**src/rtl/param_fifo_pkg.sv**
```systemverilog
// param_fifo_pkg: shared state encoding and width helper for the parametrised FIFO
package param_fifo_pkg;

    typedef enum logic [2:0] {
        IDLE      = 3'd0,
        WRITE     = 3'd1,
        WR_ERR    = 3'd2,
        READ      = 3'd3,
        RD_ERR    = 3'd4,
        RDWR      = 3'd5,
        RD_ERR_WR = 3'd6,
        WR_ERR_RD = 3'd7
    } state_t;

    function automatic int clog2(input int n);
        int r;
        r = 0;
        for (int i = 0; i < 31; i++)
            if ((1 << i) < n) r = i + 1;
        return r;
    endfunction

endpackage

```
**src/rtl/fifo_read_mux.sv**
```systemverilog
// fifo_read_mux: combinational DEPTH-to-1 select of the storage word at the head pointer
module fifo_read_mux
    import param_fifo_pkg::*;
#(
    parameter int WIDTH = 32,
    parameter int DEPTH = 8,
    localparam int PW = clog2(DEPTH)
) (
    input  logic [WIDTH-1:0] mem [DEPTH],
    input  logic [PW-1:0]    sel,
    output logic [WIDTH-1:0] data
);

    // Explicit compare per entry keeps non-power-of-2 depths from indexing past the array
    always_comb begin
        data = '0;
        for (int i = 0; i < DEPTH; i++)
            data = (sel == PW'(i)) ? mem[i] : data;
    end

endmodule

```
**src/rtl/param_fifo.sv**
```systemverilog
// param_fifo: parametrised single-clock FIFO with registered read data, ack/err handshake and level flags
module param_fifo
    import param_fifo_pkg::*;
#(
    parameter int WIDTH      = 32,
    parameter int DEPTH      = 8,
    parameter int AFULL_LVL  = 6,
    parameter int AEMPTY_LVL = 2,
    localparam int PW = clog2(DEPTH),
    localparam int CW = clog2(DEPTH + 1)
) (
    input  logic             clk,
    input  logic             reset,
    input  logic             wr_en,
    input  logic             rd_en,
    input  logic [WIDTH-1:0] d_in,
    output logic [WIDTH-1:0] d_out,
    output logic             wr_ack,
    output logic             wr_err,
    output logic             rd_ack,
    output logic             rd_err,
    output logic             full,
    output logic             empty,
    output logic             almost_full,
    output logic             almost_empty,
    output logic [CW-1:0]    data_count
);

    logic [WIDTH-1:0] mem [DEPTH];
    logic [WIDTH-1:0] rd_data;
    logic [PW-1:0]    head, tail;
    logic [CW-1:0]    count;
    state_t           state, nxt;
    logic             wr_ok, rd_ok;

    function automatic logic [PW-1:0] inc(input logic [PW-1:0] p);
        return (p == PW'(DEPTH - 1)) ? '0 : p + 1'b1;
    endfunction

    assign wr_ok = wr_en && !full;
    assign rd_ok = rd_en && !empty;

    always_comb
        nxt = (!wr_en && !rd_en) ? IDLE :
              (!rd_en)           ? (full  ? WR_ERR : WRITE) :
              (!wr_en)           ? (empty ? RD_ERR : READ)  :
              empty              ? RD_ERR_WR :
              full               ? WR_ERR_RD : RDWR;

    fifo_read_mux #(.WIDTH(WIDTH), .DEPTH(DEPTH)) u_mux (
        .mem  (mem),
        .sel  (head),
        .data (rd_data)
    );

    always_ff @(posedge clk or posedge reset)
        if (reset) begin
            state <= IDLE;
            head  <= '0;
            tail  <= '0;
            count <= '0;
            d_out <= '0;
        end else begin
            state <= nxt;
            count <= count + CW'(wr_ok) - CW'(rd_ok);
            if (wr_ok) tail <= inc(tail);
            if (rd_ok) begin
                head  <= inc(head);
                d_out <= rd_data;
            end
        end

    // Storage is deliberately left unreset; validity is tracked by count alone
    always_ff @(posedge clk)
        if (wr_ok) mem[tail] <= d_in;

    assign wr_ack = state inside {WRITE, RDWR, RD_ERR_WR};
    assign wr_err = state inside {WR_ERR, WR_ERR_RD};
    assign rd_ack = state inside {READ, RDWR, WR_ERR_RD};
    assign rd_err = state inside {RD_ERR, RD_ERR_WR};

    assign data_count   = count;
    assign full         = count == CW'(DEPTH);
    assign empty        = count == '0;
    assign almost_full  = count >= CW'(AFULL_LVL);
    assign almost_empty = count <= CW'(AEMPTY_LVL);

endmodule

```
**config.mk**
```make
export PLATFORM = sky130hd
export DESIGN_NAME = param_fifo
export DESIGN_NICKNAME = d
export VERILOG_FILES = /design/src/rtl/param_fifo_pkg.sv /design/src/rtl/fifo_read_mux.sv /design/src/rtl/param_fifo.sv
export SDC_FILE = /design/constraint.sdc
export NUM_CORES = 1
export LEC_CHECK = 0
export ABC_AREA = 1
export BUFFER_PORTS_ARGS = -buffer_cell sky130_fd_sc_hd__buf_2
export CORE_MARGIN = 2
export CORE_UTILIZATION = 47
export DETAILED_ROUTE_END_ITERATION = 7
export PLACE_DENSITY_LB_ADDON = 0.15
export SLEW_MARGIN = 0
export SYNTH_ARGS = -nofsm -noshare
export SYNTH_HDL_FRONTEND = slang
export SYNTH_SLANG_ARGS = --single-unit
```
**constraint.sdc**
```tcl
create_clock -name clk -period 7.3 [get_ports clk]
set_input_delay 0.73 -clock clk [delete_from_list [all_inputs] [get_ports clk]]
set_output_delay 0.73 -clock clk [all_outputs]
set_load 0.01 [all_outputs]
```
==> impl.org, run 1 <==
** Route
- Wire length after detailed routing :: between 20,000 and 30,000 um
- Initial detailed-routing violation count :: a little over 600
- Detailed-route wire length per cell :: between 15 and 20 um
- Using the TritonRoute via totals, the vias-per-cell ratio works out to between 5 and 6.
- The count of nets left with antenna violations once routing finished came out at 0.
- The routed layout has around 8,500 vias.
- For this run, design rule violations remaining after detail routing come to 0.
- For this run, the detailed router's first-pass iteration total came to 5.

** Clocking
- Once the clock tree was built, the resizer swapped 0 gates to a different size.
- For the worst-skew pair, the clock arrives at the later sink with an insertion delay of 0.50 ns.
- TritonCTS created 34 clock buffers.
- Clk pin slew, worst setup/hold paths :: approximately 0.060 ns
- Maximum clock insertion buffer count :: 3
- TritonCTS built the clock tree.
- Hold repair after CTS inserted 0 buffers.
- Post-CTS timing repair inserted 0 buffers for setup.
- Clock root buffer :: clkbuf_16
- CTS sink count :: about 300
- H-tree levels :: 2

** Logic synthesis
- Most used flip-flop cell after synthesis :: edfxtp_1
- Distinct cell type count of the synthesized netlist :: 30
- By area the synthesized netlist is led by edfxtp_1 (60%), nand2_1 (13%), dfrtp_1 (8.7%), nor2_1 (4.1%), nand3_1 (3.8%).
- Share of async-settable or async-resettable flops after synthesis :: 15.0%
- Synthesized netlist cell count :: roughly 1,200
- Summed over all instances, the cell type with the most area after synthesis is edfxtp_1.
- Mean Syn Cell Area :: roughly 10 um^2
- The commonest cells after synthesis are nand2_1 (431), edfxtp_1 (256), nor2_1 (142).
- In this run the cell area of the synthesized design comes to between 10,000 and 15,000 um^2.
- Portion of the post-synthesis area used by sequential elements :: about two thirds
- After Yosys synthesis, XOR and XNOR cells account for less than 1% of the synthesized area.
- Net count of the mapped netlist :: around 1,300
- Summing the areas of all compound-gate instances in the mapped netlist gives less than 1% of the synthesized area.
- In this run, synthesis inferred about 260 flip-flops with an integrated enable.
- nand2_1 is the most common cell in the netlist.
- After synthesis, the largest area contributor takes up between 50% and 60% of total cell area.
- Dominant combinational cell family by area after synthesis :: simple AND/OR/NAND/NOR gates
- In this run, synthesis produced a sequential element count of 301.
- The synthesized netlist devotes under 10% of its cell area to adder and majority cells.
- Simple-gate share of the synthesized area :: between 20% and 30%
- The portion of synthesized area spent on multiplexers is 0%.
- Yosys warnings :: 0

** STA
- Final critical-path required period :: around 2.8 ns
- Slew Limit Fails :: 0
- Clock skew on the completed layout was measured at ~0.0071 ns.
- Worst-Margin Slew :: around 1.2 ns
- Final hold violations :: 0
- Worst slew margin relative to its limit :: 18.5%
- The worst path uses slightly below 40% of the clock period.
- Setup repair after global routing left no endpoint under its margin.
- Worst path setup slack after routing :: around 4.5 ns
- Count of final setup violators :: 0
- For this run, the top clock speed supported by timing is approximately 350 MHz.
- Total negative slack for setup checks :: 0 ns

** Pwr
- Portion of total power attributed to combinational logic :: 33.0%
- Fraction of power consumed by the clock network :: a little over a quarter
- Net switching power :: ~2100 uW
- Proportion of power drawn by flip-flops and latches :: approximately 40%
- Total leakage power :: between 0.006 and 0.007 uW
- Worst voltage drop across the vdd grid :: 159 uV
- Cell-internal power :: approximately 3700 uW
- Net switching is between 30% and 40% of the power.
- Power Density :: 399 nW/um^2

** Floorplan
- For this configuration, the core starts out at a cell density of between 40% and 50%.
- Top-level port count :: 80
- Cell row count :: 60
- Area of the die :: between 20,000 and 30,000 um^2
- In this run the horizontal extent of the chip is around 170 um.
- Height of the die :: approximately 170 um
- After floorplanning, the core was sized to cover 27,000 um^2.

** Global routing
- Global routing consumed, on the met2 layer, 32.8% of the routing resources.
- After global routing, the most crowded layer is met2.
- Overflow after GRT :: 0
- Wire length of the first global-routing pass :: about 45,000 um
- Met1 usage :: 28.6%
- The initial antenna violation count came to 0.
- Entering global routing, the biggest net connects 65 pins.
- In the global route stage, overall resource usage came out at between 20% and 30%.
- The via count of the first global-routing pass is slightly above 8,000.
- GR Util met3 :: under 10%

** Job
- Across the run, the number of max-cap violations was 0.

** Critical path
- The worst setup path is launched from a flip-flop.
- The setup path with the least slack is of type reg2reg.
- The endpoint identified for the worst register-to-register timing path is d_out[15].
- Nature of the critical path endpoint :: flip-flop
- STA puts the critical path data required time at around 7.7 ns.
- Register-to-Register Setup Slack :: around 4.5 ns
- Measured in cells, the most critical reg-to-reg path has a length of 11.
- Start point of the critical path :: head[2]
- Of all nets on the critical path, the largest fanout is 64.
- The startpoint identified for the worst register-to-register timing path is head[2].
- Critical path destination :: d_out[15]
- Data on the critical path arrives at its endpoint at approximately 3.2 ns.

** Hold path
- Type of the tightest min-delay check :: in2async

** Placement
- RePlAce Congestion :: between 0.7 and 0.8
- Pre-CTS WS :: 4.42 ns
- Detailed placement finished with a half-perimeter wire length of 15,000 um.
- Count of input and output buffers :: a little under 80

** Finish
- Of the cells placed in the final design, the portion with a size suffix greater than 1 is approximately an eighth.
- Count of fill cells added during filler insertion :: roughly 2,400
- Final net count :: between 1,000 and 1,500
- Multi-input logic area :: ~3500 um^2
- Area taken by flip-flops and latches :: approximately 9000 um^2
- Signed area change from the synthesized netlist to the final layout :: 13.1%

** Status
- Result of the run :: complete, no violations
logic make-up (layout without fill, tap and decap cells):
| kind of cell | count (synthesis) | after routing |
|---|---|---|
| flip-flops | 301 | 301 |
| AO/OA/AOI/OAI | 15 | 15 |
| other | 0 | 1 |
| buffers and inverters | 153 | 245 |
| AND/OR/NAND/NOR | 741 | 741 |
| XOR/XNOR | 2 | 2 |
| adder cells (fa/ha/maj) | 17 | 17 |
critical path, cell delays in order (launching register included):
cell and delay, ns:
dfrtp_1 0.49, inv_4 0.58, nand2_2 0.68, or2_0 0.41, nand3_1 0.09, nand2_1 0.07, nand2_1 0.06, nand2_1 0.05
nand2_1 0.06, nand2_1 0.07, nand2_1 0.09, nand2_1 0.06
layer usage:
metal / share of wire (%) / routed length, um
met3: 4.5 / 1280
met2: 47 / 13200
met1: 47 / 13200
met4: 1.6 / 462
met5: 0 / 0
cells in the final DEF (no fill, tap or decap), types with 12 or more instances in the layout:
| master | n |
|---|---|
| or2_2 | 14 |
| inv_1 | 82 |
| or2_1 | 18 |
| nand4_1 | 32 |
| buf_4 | 13 |
| nand3_1 | 98 |
| clkbuf_1 | 12 |
| buf_2 | 79 |
| dfrtp_1 | 45 |
| nand2_1 | 430 |
| nor2_1 | 134 |
| clkbuf_16 | 37 |
| ha_1 | 16 |
| edfxtp_1 | 256 |
worst min path at each step:
stage / startpoint / end / cells after the start
floorplan: tail[0] / tail[0] / 1
global placement: d_out[15] / d_out[15] / 2
detailed placement: d_out[17] / d_out[17] / 2
CTS: reset / d_out[27] / 3
global route: reset / d_out[26] / 3
finish: reset / d_out[27] / 3
sequential cells by signal (all words and copies together), names as in the netlist:
name	flops
d_out	32
data_count	4
head	3
mem	256
state	3
tail	3
power by group through the flow:
stage,clock [uW],sequential (uW),combinational (uW)
2_1_floorplan,0,2380,1350
3_3_place_gp,0,2340,1910
3_5_place_dp,0,2350,1940
4_1_cts,1620,2320,1950
5_1_grt,1690,2340,2220
6_report,1580,2320,1920
area by class of cell:
class | count | share of cell area, %
flip-flops and latches | 301 | 60.4
multi-input cells | 775 | 23.8
clock buffers | 50 | 6.75
repair buffers | 92 | 3.38
well taps | 341 | 2.93
inverters | 91 | 2.36
clock inverters | 12 | 0.377
diodes | 1 | 0.0172
through the flow:
stage / power, uW / cells / util [%] / hold slack (ns) / area (um^2)
floorplan: 3730 / 1229 / - / 0.506 / 12900
global placement: 4250 / 1600 / 50.3 / 0.457 / 13500
detailed placement: 4290 / 1600 / 50.3 / 0.460 / 13500
CTS: 5880 / 1662 / 54.1 / 0.459 / 14600
global route: 6250 / 1662 / 54.1 / 0.482 / 14600
finish: 5810 / 1663 / 54.1 / 0.437 / 14600
No activity file was read; power rests on OpenSTA's default activity.
==> inputs of run 2 (changes only) <==
clock period = 2.8 ns   (was 7.3 ns; I/O delays follow)
==> impl.org, run 2 (synthesis results as in run 1) <==
** Finish
- Commonest cells after routing, fill and taps aside: nand2_1 (430), edfxtp_1 (256), nor2_1 (134) (unchanged).
- The share of cells above drive strength 1 came to 14.8% (was 13.1%).
- The register containing the most flip-flops in the final layout was mem (unchanged).
- Commonest non-fill, non-tap cell in the layout :: nand2_1 (unchanged)
- Final net count :: 1,384 (was 1,348)
- The area added between synthesis and finish was 16.6% (was 13.1%).
- The flip-flop count of the largest register after layout was 256 (unchanged).
- The total inserted antenna cells is 0 (was 1).
- The number of standard cells in the final layout excluding fillers was 1,697 (was 1,663).

** Clocking
- The number of setup buffers added after CTS was 0 (unchanged).
- The maximum number of buffers from clock root to sink came to 3 (unchanged).
- Number of buffers inserted for hold repair after clock tree synthesis :: 19 (was 0)
- Clock tree from TritonCTS :: done (unchanged)
- The latest clock arrival within the worst-skew pair came to 0.56 ns (was 0.50 ns).
- The number of clock buffers inserted by TritonCTS came to 31 (was 34).
- The post-cts gate resize count was 0 (unchanged).
- The total clock sinks was 301 (unchanged).
- Clock root buffer :: clkbuf_16 (unchanged)
- The CTS clock-pin slew for the worst setup and hold paths is 0.06 ns (about the same).
- H-tree levels :: 1 (was 2)

** Critical path
- Critical path launch point type :: flip-flop (unchanged)
- The critical path data arrival time came to 2.67 ns (was 3.22 ns).
- Worst R2R Path Depth :: 10 (was 11)
- Reg-to-reg endpoint :: data_count[2] (was d_out[15])
- The critical setup path kind is reg2reg (unchanged).
- The largest fanout on the critical path was 6 (was 64).
- Beginning of the worst register-to-register path :: data_count[3] (was head[2])
- CP Data Required Time :: 3.24 ns (was 7.68 ns)
- The flop-to-flop setup slack was 0.57 ns (was 4.47 ns).
- Crit-path cells: inv_1 > ha_1 > inv_1 > nor3_4 > nor2_2 > ha_1 > inv_1 > ha_1 > fa_1 > xor2_1 (was inv_4 > nand2_2 > or2_0 > nand3_1 > nand2_1 > nand2_1 > nand2_1 > nand2_1 > nand2_1 > nand2_1 > nand2_1).
- Nature of the critical path endpoint :: flip-flop (unchanged)
- The worst-path cell with the longest stage delay is dfrtp_1 (was nand2_2).
- Worst path max stage delay :: 0.41 ns (was 0.68 ns)

** Route
- The routed wire length per instance was 16.6 um (was 16.9 um).
- Post-DRT Antenna Nets :: 0 (unchanged)
- The detailed-router iteration count before antenna repair was 5 (unchanged).
- Vias per cell :: 5.02 (was 5.08)
- Wire length after detailed routing :: 28,100 um (was 28,200 um)
- The met2 wire length is 13,300 um (was 13,200 um).
- The vias after detailed routing is 8,526 (was 8,454).
- DRC violation count after routing :: 0 (unchanged)
- Met3 WL :: 1160 um (was 1280 um)
- The violation count after the first detailed-route iteration came to 592 (was 622).
- Highest metal used :: met4 (unchanged)
- Post-route met1 wirelength :: 13,200 um (about the same)

** Global routing
- Overflow after GRT :: 0 (unchanged)
- GRT Overall Usage :: 20.2% (was 20.1%)
- The initial antenna violation count was 0 (unchanged).
- The pin count of the biggest net entering global routing came to 43 (was 65).
- The via count of the first global-routing pass was 8,285 (was 8,270).
- Wire length of the first global-routing pass :: 45,200 um (was 45,000 um)

** Hold path
- Type of the tightest min-delay check :: in2reg (was in2async)
- Hold worst-path end :: mem[8]
- The startpoint identified for the worst hold timing path is d_in[8].
- Along the worst hold path, the cell count comes to 1.

** STA
- Hold slack :: 0.0232 ns (was 0.437 ns)
- Count of final setup violators :: 0 (unchanged)
- Unrepaired setup endpoints after global routing :: no (unchanged)
- Worst-Margin Slew :: 0.645 ns (was 1.22 ns)
- Slew Limit Fails :: 0 (unchanged)
- The post-layout minimum cycle time was 2.23 ns (was 2.83 ns).
- The number of endpoints with negative hold slack in the final report was 0 (unchanged).
- The worst-case headroom to the max-slew limit was 56.9% (was 18.5%).
- Peak Freq :: 448 MHz (was 353 MHz)
- Worst path setup slack after routing :: 0.569 ns (was 4.47 ns)
- The aggregate negative setup slack is 0 ns (unchanged).
- Clock Skew :: 0.00879 ns (was 0.00708 ns)
- Fraction of the cycle the final worst path needs :: 79.7% (was 38.8%)

** Pwr
- The power density normalized to cell area was 1030 nW/um^2 (was 399 nW/um^2).
- Total leakage power :: 0.00648 uW (was 0.00626 uW)
- Final total power :: 15,500 uW (was 5810 uW)
- Worst voltage drop across the vdd grid :: 505 uV (was 159 uV)

** Floorplan
- The vertical extent of the die was 170 um (unchanged).
- The placeable core region came to 27,000 um^2 (unchanged).
- The number of placement rows is 60 (unchanged).
- Area of the die :: 28,800 um^2 (unchanged)
- Top-level port count :: 80 (unchanged)
- The width of the die is 170 um (unchanged).
- The initial cell density of the core was 47.9% (unchanged).

** Status
- Result of the run: complete, no violations (unchanged).

** Placement
- The number of cells after detailed placement came to 1,620 (was 1,600).
- Pre-CTS WS :: 0.567 ns (was 4.42 ns)
- The number of buffers inserted by port buffering was 79 (unchanged).
- The post-DP HPWL came to 16,700 um (was 15,000 um).
- The global placement routability congestion came to 0.763 (was 0.720).

** Job
- Number of maximum-capacitance constraint violations :: 0 (unchanged)
[run 2: cell types whose count changed in the layout (fill, tap and decap cells not counted), sizes merged]
cell         before  now
clkinvlp          1    2
clkinv           11    6
buf              92  112
bufinv            0    3
inv              91   92
clkbuf           50   46
dlygate4sd3       0   19
diode             1    0
[run 2: how the worst max path moves through the flow]
stage,startpoint,to,depth (start not counted)
6_report,data_count[3],data_count[2],10
3_3_place_gp,data_count[2],mem[196],8
2_1_floorplan,data_count[2],mem[100],8
5_1_grt,head[2],d_out[30],13
3_5_place_dp,data_count[3],data_count[2],10
4_1_cts,data_count[3],data_count[2],10
[run 2: final cells by class]
cell class,instances,area (um^2)
Fill cell,2322,11900
Sequential cell,301,8810
Multi-Input combinational cell,775,3480
Clock buffer,46,932
Timing Repair Buffer,131,908
Tap cell,341,427
Inverter,91,344
Clock inverter,12,143
[run 2: per-stage QoR]
step           utilization (%)  area, um^2
6_report                  55.8       15000
5_1_grt                   55.8       15000
4_1_cts                   55.8       15000
3_5_place_dp              51.1       13800
3_3_place_gp              51.1       13800
2_1_floorplan                -       12900
[run 2: layer usage]
| metal | up-vias | track usage (%) |
|---|---|---|
| li1 | 4229 | - |
| met1 | 4085 | 28.1 |
| met4 | 0 | 4.68 |
| met5 | - | 0 |
| met2 | 177 | 34.1 |
| met3 | 35 | 2.47 |
[run 2: power breakdown]
group	internal [uW]	switching [uW]
Sequential	5730	299
Combinational	1710	3510
Clock	2570	1670
Total	10000	5480
[run 2: worst max-delay path, delay by kind of cell (launching register included)]
family | cells | cell delay, ns
XOR/XNOR | 1 | 0.15
flip-flops | 1 | 0.41
adder cells (fa/ha/maj) | 4 | 1.02
buffers and inverters | 3 | 0.24
AND/OR/NAND/NOR | 2 | 0.31
